--- src/rtl/step_ctrl.sv ---
// Front-panel execution controller: debounces the next/run/speedRun buttons and
// issues single-cycle CPU step strobes for single-step, slow-run and fast-run modes.
module step_ctrl #(
  parameter int unsigned DEBOUNCE_CYCLES = 500_000,
  parameter int unsigned SLOW_DIV        = 25_000_000,
  parameter int unsigned FAST_DIV        = 50_000,
  parameter int unsigned CNT_W           = 25
) (
  input  logic        clk,
  input  logic        rst,
  input  logic        next,
  input  logic        run,
  input  logic        speedRun,
  input  logic        edit,
  input  logic        halt,
  output logic        step,
  output logic [1:0]  mode,
  output logic [15:0] step_count
);

  typedef enum logic [1:0] {
    IDLE     = 2'b00,
    RUN_SLOW = 2'b01,
    RUN_FAST = 2'b10,
    HALTED   = 2'b11
  } state_t;

  localparam logic [CNT_W-1:0] DB_LAST   = CNT_W'(DEBOUNCE_CYCLES - 1);
  localparam logic [CNT_W-1:0] SLOW_LAST = CNT_W'(SLOW_DIV - 1);
  localparam logic [CNT_W-1:0] FAST_LAST = CNT_W'(FAST_DIV - 1);

  state_t           state;
  logic [2:0]       raw, sync1, sync2, stable, prev, press;
  logic [CNT_W-1:0] db_cnt [3];
  logic [CNT_W-1:0] div;
  logic [CNT_W-1:0] div_last;

  // Bit order for all button vectors: 0 = next, 1 = run, 2 = speedRun.
  assign raw      = {speedRun, run, next};
  assign mode     = state;
  assign div_last = (state == RUN_SLOW) ? SLOW_LAST : FAST_LAST;

  always_ff @(posedge clk) begin
    if (rst) begin
      sync1  <= '0;
      sync2  <= '0;
      stable <= '0;
      prev   <= '0;
      press  <= '0;
      for (int unsigned i = 0; i < 3; i++) db_cnt[i] <= '0;
    end else begin
      sync1 <= raw;
      sync2 <= sync1;
      prev  <= stable;
      press <= stable & ~prev;
      for (int unsigned i = 0; i < 3; i++) begin
        if (sync2[i] != stable[i]) begin
          if (db_cnt[i] == DB_LAST) begin
            stable[i] <= ~stable[i];
            db_cnt[i] <= '0;
          end else begin
            db_cnt[i] <= db_cnt[i] + CNT_W'(1);
          end
        end else begin
          db_cnt[i] <= '0;
        end
      end
    end
  end

  // Presses are consumed by whichever branch handles them; anything else that
  // arrives in the same cycle is dropped, giving speedRun > run > next.
  always_ff @(posedge clk) begin
    if (rst) begin
      state      <= IDLE;
      div        <= '0;
      step       <= 1'b0;
      step_count <= '0;
    end else begin
      step <= 1'b0;
      if (edit) begin
        state <= IDLE;
        div   <= '0;
      end else begin
        case (state)
          IDLE: begin
            if (!halt) begin
              if (press[2]) begin
                state <= RUN_FAST;
                div   <= '0;
              end else if (press[1]) begin
                state <= RUN_SLOW;
                div   <= '0;
              end else if (press[0]) begin
                step       <= 1'b1;
                step_count <= step_count + 16'd1;
              end
            end
          end
          RUN_SLOW, RUN_FAST: begin
            if (halt) begin
              state <= HALTED;
              div   <= '0;
            end else if (press[2]) begin
              state <= (state == RUN_SLOW) ? RUN_FAST : RUN_SLOW;
              div   <= '0;
            end else if (press[1]) begin
              state <= IDLE;
              div   <= '0;
            end else if (div == div_last) begin
              div        <= '0;
              step       <= 1'b1;
              step_count <= step_count + 16'd1;
            end else begin
              div <= div + CNT_W'(1);
            end
          end
          HALTED: begin
            if (!halt && (|press)) state <= IDLE;
          end
          default: state <= IDLE;
        endcase
      end
    end
  end

endmodule

--- config.mk ---
export PLATFORM = sky130hd
export DESIGN_NAME = step_ctrl
export DESIGN_NICKNAME = d
export VERILOG_FILES = /design/src/rtl/step_ctrl.sv
export SDC_FILE = /design/constraint.sdc
export NUM_CORES = 1
export LEC_CHECK = 0
export BUFFER_PORTS_ARGS = -buffer_cell sky130_fd_sc_hd__buf_2
export CORE_MARGIN = 4
export CORE_UTILIZATION = 30
export DETAILED_ROUTE_END_ITERATION = 10
export PLACE_DENSITY = 0.48
export SLEW_MARGIN = 30
export SYNTH_ARGS = -nofsm -noshare
export SYNTH_HDL_FRONTEND = slang
export SYNTH_SLANG_ARGS = --single-unit
--- constraint.sdc ---
create_clock -name clk -period 3.1 [get_ports clk]
set_input_delay 0.62 -clock clk [delete_from_list [all_inputs] [get_ports clk]]
set_output_delay 0.62 -clock clk [all_outputs]
set_load 0.02 [all_outputs]
Word-level counts from Yosys, hierarchy flattened
Memory sizes are Yosys's and may differ from the RTL's.
Index checks and enable logic that the tools add are counted.
{"block": "word_totals", "regBits": 59, "latch_bits": 0, "ramBits": 75, "output_inout_bits": 19, "wordCells": 146, "romBits": 0, "input_bits": 7, "memories": 1}
{"memory": "db_cnt", "depth": 3, "word_bits": 25, "read_ports": 3, "rd_clocked_by_memory_dff": 0, "wr": 3, "line_no": "34", "source": "logic [CNT_W-1:0] db_cnt [3];"}
{"block": "classes", "bitwise_logic": 15, "order_cmp": 0, "shifts": 0, "div_mod_pow": 0, "n_addsub": 5, "eq_ne": 21, "muxes": 80, "mul": 0, "n_reduce_logical": 13}
{"operator": "$mux W25", "n": 17}
{"operator": "$mux W16", "n": 8}
{"operator": "$add A25 B1 Y25 const B", "n": 4}
{"operator": "$eq A25 B19 Y1 const B", "n": 3}
{"operator": "$pmux W25 S2", "n": 1}
{"operator": "$mux W1", "n": 43}
{"operator": "$pmux W16 S2", "n": 1}
{"operator": "$eq A25 B25 Y1", "n": 1}
{"operator": "$ne A2 B2 Y1 const B", "n": 9}
{"operator": "$add A16 B1 Y16 const B", "n": 1}
{"operator": "$mux W2", "n": 8}
{"operator": "$reduce_and A10 Y1", "n": 1}
{"operator": "$or A1 B1 Y1", "n": 9}
{"operator": "$pmux W2 S3", "n": 1}
{"operator": "$reduce_and A2 Y1", "n": 3}
{"operator": "$eq A2 B2 Y1 const B", "n": 2}
{"operator": "$ne A4 B4 Y1 const B", "n": 1}
{"operator": "$not A1 Y1", "n": 4}
{"operator": "$reduce_and A4 Y1", "n": 1}
{"operator": "$reduce_or A2 Y1", "n": 2}
{"operator": "$and A3 B3 Y3", "n": 1}
{"operator": "$ne A1 B1 Y1", "n": 3}
{"operator": "$ne A3 B3 Y1 const B", "n": 1}
{"operator": "$not A3 Y3", "n": 1}
{"operator": "8 further kinds", "n": 8}

Longest topological paths before layout
{"block": "logic_depth", "ltp_word": 8, "depth_mapped": 10, "ltp_nobuf": 7}

Worst setup path before layout
No wires, ideal clock.
{"block": "synth_path", "path_kind": "register to register", "startpoint": "register state[0] (netlist: mode[0])", "endpoint": "register step_count[8]", "required_ns": 2.979, "n_path_buf": 2, "t_arrival_ns": 2.325, "path_stages_with_launch": 10, "slack_ns": 0.654, "synth_period_minus_slack_ns": 2.446, "setup_ns": 0.121, "cell_sequence": "dfxtp_1 -> inv_1 -> ha_1 -> clkbuf_1 -> o32a_1 -> a2111oi_2 -> buf_2 -> nand4_1 -> a21oi_1 -> mux2_2"}
{"block": "synth_between", "elab_chain_cells": 5, "elab_cells_between_ends": 17, "classes_between": "eq/ne: 11; mux: 2; reduce/logical: 4"}
{"element": "from (decl)", "line_no": "32", "source": "state_t state;"}
{"element": "from (signal assigned)", "line_no": "105", "source": "state <= (state == RUN_SLOW) ? RUN_FAST : RUN_SLOW;"}
{"element": "$eq A2 B1 Y1", "line_no": "41, 85"}
{"element": "$mux W25", "line_no": "41", "source": "assign div_last = (state == RUN_SLOW) ? SLOW_LAST : FAST_LAST;"}
{"element": "$eq A25 B25 Y1", "line_no": "110", "source": "end else if (div == div_last) begin"}
{"element": "$ne A2 B2 Y1 (no source line)"}
{"element": "$reduce_and A10 Y1 (no source line)"}
{"element": "to (signal assigned)", "line_no": "96", "source": "step_count <= step_count + 16'd1;"}
{"element": "to (signal assigned)", "line_no": "113", "source": "step_count <= step_count + 16'd1;"}
{"element": "to (decl)", "line_no": "18", "source": "output logic [15:0] step_count"}
Several ways; a longest one is shown, not always the timed one.
A chain may end at the register's enable or synchronous reset.

Final worst setup path
{"block": "layout_path", "startpoint": "register state[0] (netlist: mode[0])", "endpoint": "register step_count[1]"}
Same word-level chain as after synthesis.

==> results.md <==
- IO Count: 26
- Overflow after GRT: 0
- Worst r2r src: mode[0]$_SDFFE_PP0P_
- Critical Path Sink Type: flop
- RSZ-0062 raised after global routing: false
- Period utilization: approximately four fifths
- FMAX: between 400 and 500 MHz
- Routability-driven placement congestion ratio: 0.771
- Fin nets: ~900
- Worst-path maximum fanout: 25
- Worst Tran Pin Value: 662 ps
- CTS tree: built
- Worst Path Required: about 3500 ps
- Min Tclk post-route: approximately 2500 ps
- Total global-route track usage: between 10 and 15%
- Die H: roughly 160 um
- Setup Fix Bufs, Post-CTS: 0
- P_leak: 2.98 nW
- CP startpoint kind: flop
- Vias in the first global route: between 5000 and 6000
- Commonest cells after routing, fill and taps aside: nor2_1, edfxtp_1, conb_1, dfxtp_1, xnor2_1
- Hold_ws: 382 ps
- Initial antenna violation count: 0
- Ant. Diodes: 0
- PostCTS Resize Cnt: 0
- Ys async rst share: 0%
- Layout area overhead: 18.7%
- Setup TNS Final: 0 ps
- Hold Startpoint: prev[0]$_SDFF_PP0_
- Endpoints failing hold: 0
- Total Power: ~4.2 mW
- DP Wirelength: roughly 11000 um
- Final Slew Violations: 0
- Worst setup startpoint: mode[0]$_SDFFE_PP0P_
- Synth cell types: 56
- Cts-stage hold buffer count: 0
- Clock Latency Late Sink: around 410 ps
- Via count: 5500
- Drt first pass iters: 4
- Clk root buf: clkbuf_16
- Most common cell after layout, fill and taps aside: nor2_1
- Share of the synthesized area in the top cell type: a little under a third
- Gate Count Post-Synth: 774
- First-pass GRT wire length: roughly 26000 um
- Power Dens Cells: about 500 nW/um2
- Largest net degree at the start of global routing: 37
- Outcome: finished clean
- Setup violators final: 0
- Yosys warns: 0
- Leading area contributor after synthesis: edfxtp_1
- H-tree depth: 4
- Wirelength, routed: 15600 um
- DIE AREA: 26900 um2
- TritonCTS Buffers: 17
- Iteration-0 DRC Markers: between 400 and 500
- FP Rows: 56
- Initial core utilization: between 30 and 40%
- HP Class: flop to flop
- Post-layout util: a little over a third
- Crit Path Class: flop to flop
- Total core area: between 20000 and 25000 um2
- Remaining antenna violation count: 0
- Post-route DRC: 0
- CTS sink cnt: ~130
- Via density: between 4 and 5
- Synth Flop Type: edfxtp_1
- Sequential area share after synthesis: 47.1%
- Syn_area_per_cell: 9.43 um2
- Max_cap viols: 0
- Clock skew: 11.9 ps
- Cell area after synthesis: 7300 um2
- Clock tree buffer depth: 2
- Port Buffers: 25
- Clk pin slew, worst setup/hold paths: 60 ps
- Layout cell share with drive strength beyond 1: between 10% and 20%
- Peak VDD IR: roughly 0.28 mV
- Chip width: around 160 um
- Critical path arrival: 2810 ps
- Mean routed wirelength per cell: 13.0 um
- Post-synth EDFFs: 75
- #FFs+latches synth: roughly 130
- # fillers: roughly 2500
- Synth top area cells: edfxtp_1, dfxtp_1, xnor2_1
- Max-Slew Margin vs Limit: 55.4%
per-layer routing:
layer  track usage, %  wire, um  vias up
met1             16.7      7910     2550
met2             18.5      6940       52
met4             3.55       148        0
met5                0         0        -
li1                 -         -     2890
met3             3.49       599        8
cell usage after synthesis, drive strengths merged, types with 22 or more instances:
| library cell | n |
|---|---|
| nand2 | 47 |
| xnor2 | 53 |
| xor2 | 37 |
| edfxtp | 75 |
| clkbuf | 27 |
| dfxtp | 59 |
| nor2 | 122 |
| nor3 | 43 |
| nand4 | 39 |
| nand3 | 43 |
| nor2b | 31 |
| nor4 | 22 |
where the power goes:
part	internal, mW	switching [mW]
combinational	0.0515	0.0786
sequential	1.92	0.0561
clock	1.33	0.781
stage by stage:
step	cell area (um2)	std cells	worst slack, ps
2_1_floorplan	7570	848	654
3_3_place_gp	8040	1168	643
3_5_place_dp	8040	1168	596
4_1_cts	8660	1200	598
5_1_grt	8660	1200	417
6_report	8660	1200	633
final cells by class:
cell class,count,area (um2),share of cell area [%]
inverters,17,63.8,0.737
clock buffers,21,470,5.43
flip-flops and latches,134,3430,39.6
clock inverters,11,148,1.70
multi-input cells,660,3930,45.3
repair buffers,38,223,2.57
well taps,319,399,4.61
logic make-up after synthesis:
kind of cell,after synthesis,share of synthesized area [%]
adders and majority gates,9,1.54
other,1,0.0514
AOI/OAI and AO/OA,45,4.42
muxes,20,2.97
and+or+nand+nor,421,30.2
buffers and inverters,54,2.95
DFF,134,47.1
xor gates and xnor gates,90,10.8
worst paths after layout:
check | cells past startpoint | slack, ps | end
setup / recovery | 7 | 630 | step_count[1]$_SDFFE_PP0P_
hold / removal | 1 | 380 | press[0]$_SDFF_PP0_
setup reg to reg | 7 | 630 | step_count[1]$_SDFFE_PP0P_
hold reg to reg | 1 | 380 | press[0]$_SDFF_PP0_
state kept, by name, summed over array words and instances (netlist names):
register / flops
stable: 3
mode: 2
prev: 3
sync1: 3
sync2: 3
db_cnt: 75
step: 1
step_count: 16
press: 3
div: 25
critical path, stage by stage (launching register included):
cell	delay, ps
dfxtp_1	420
ha_1	350
or4b_1	480
o22ai_2	160
o2111ai_2	130
buf_4	240
or4_1	510
nand4_1	100
(Power assumes the default switching activity.)
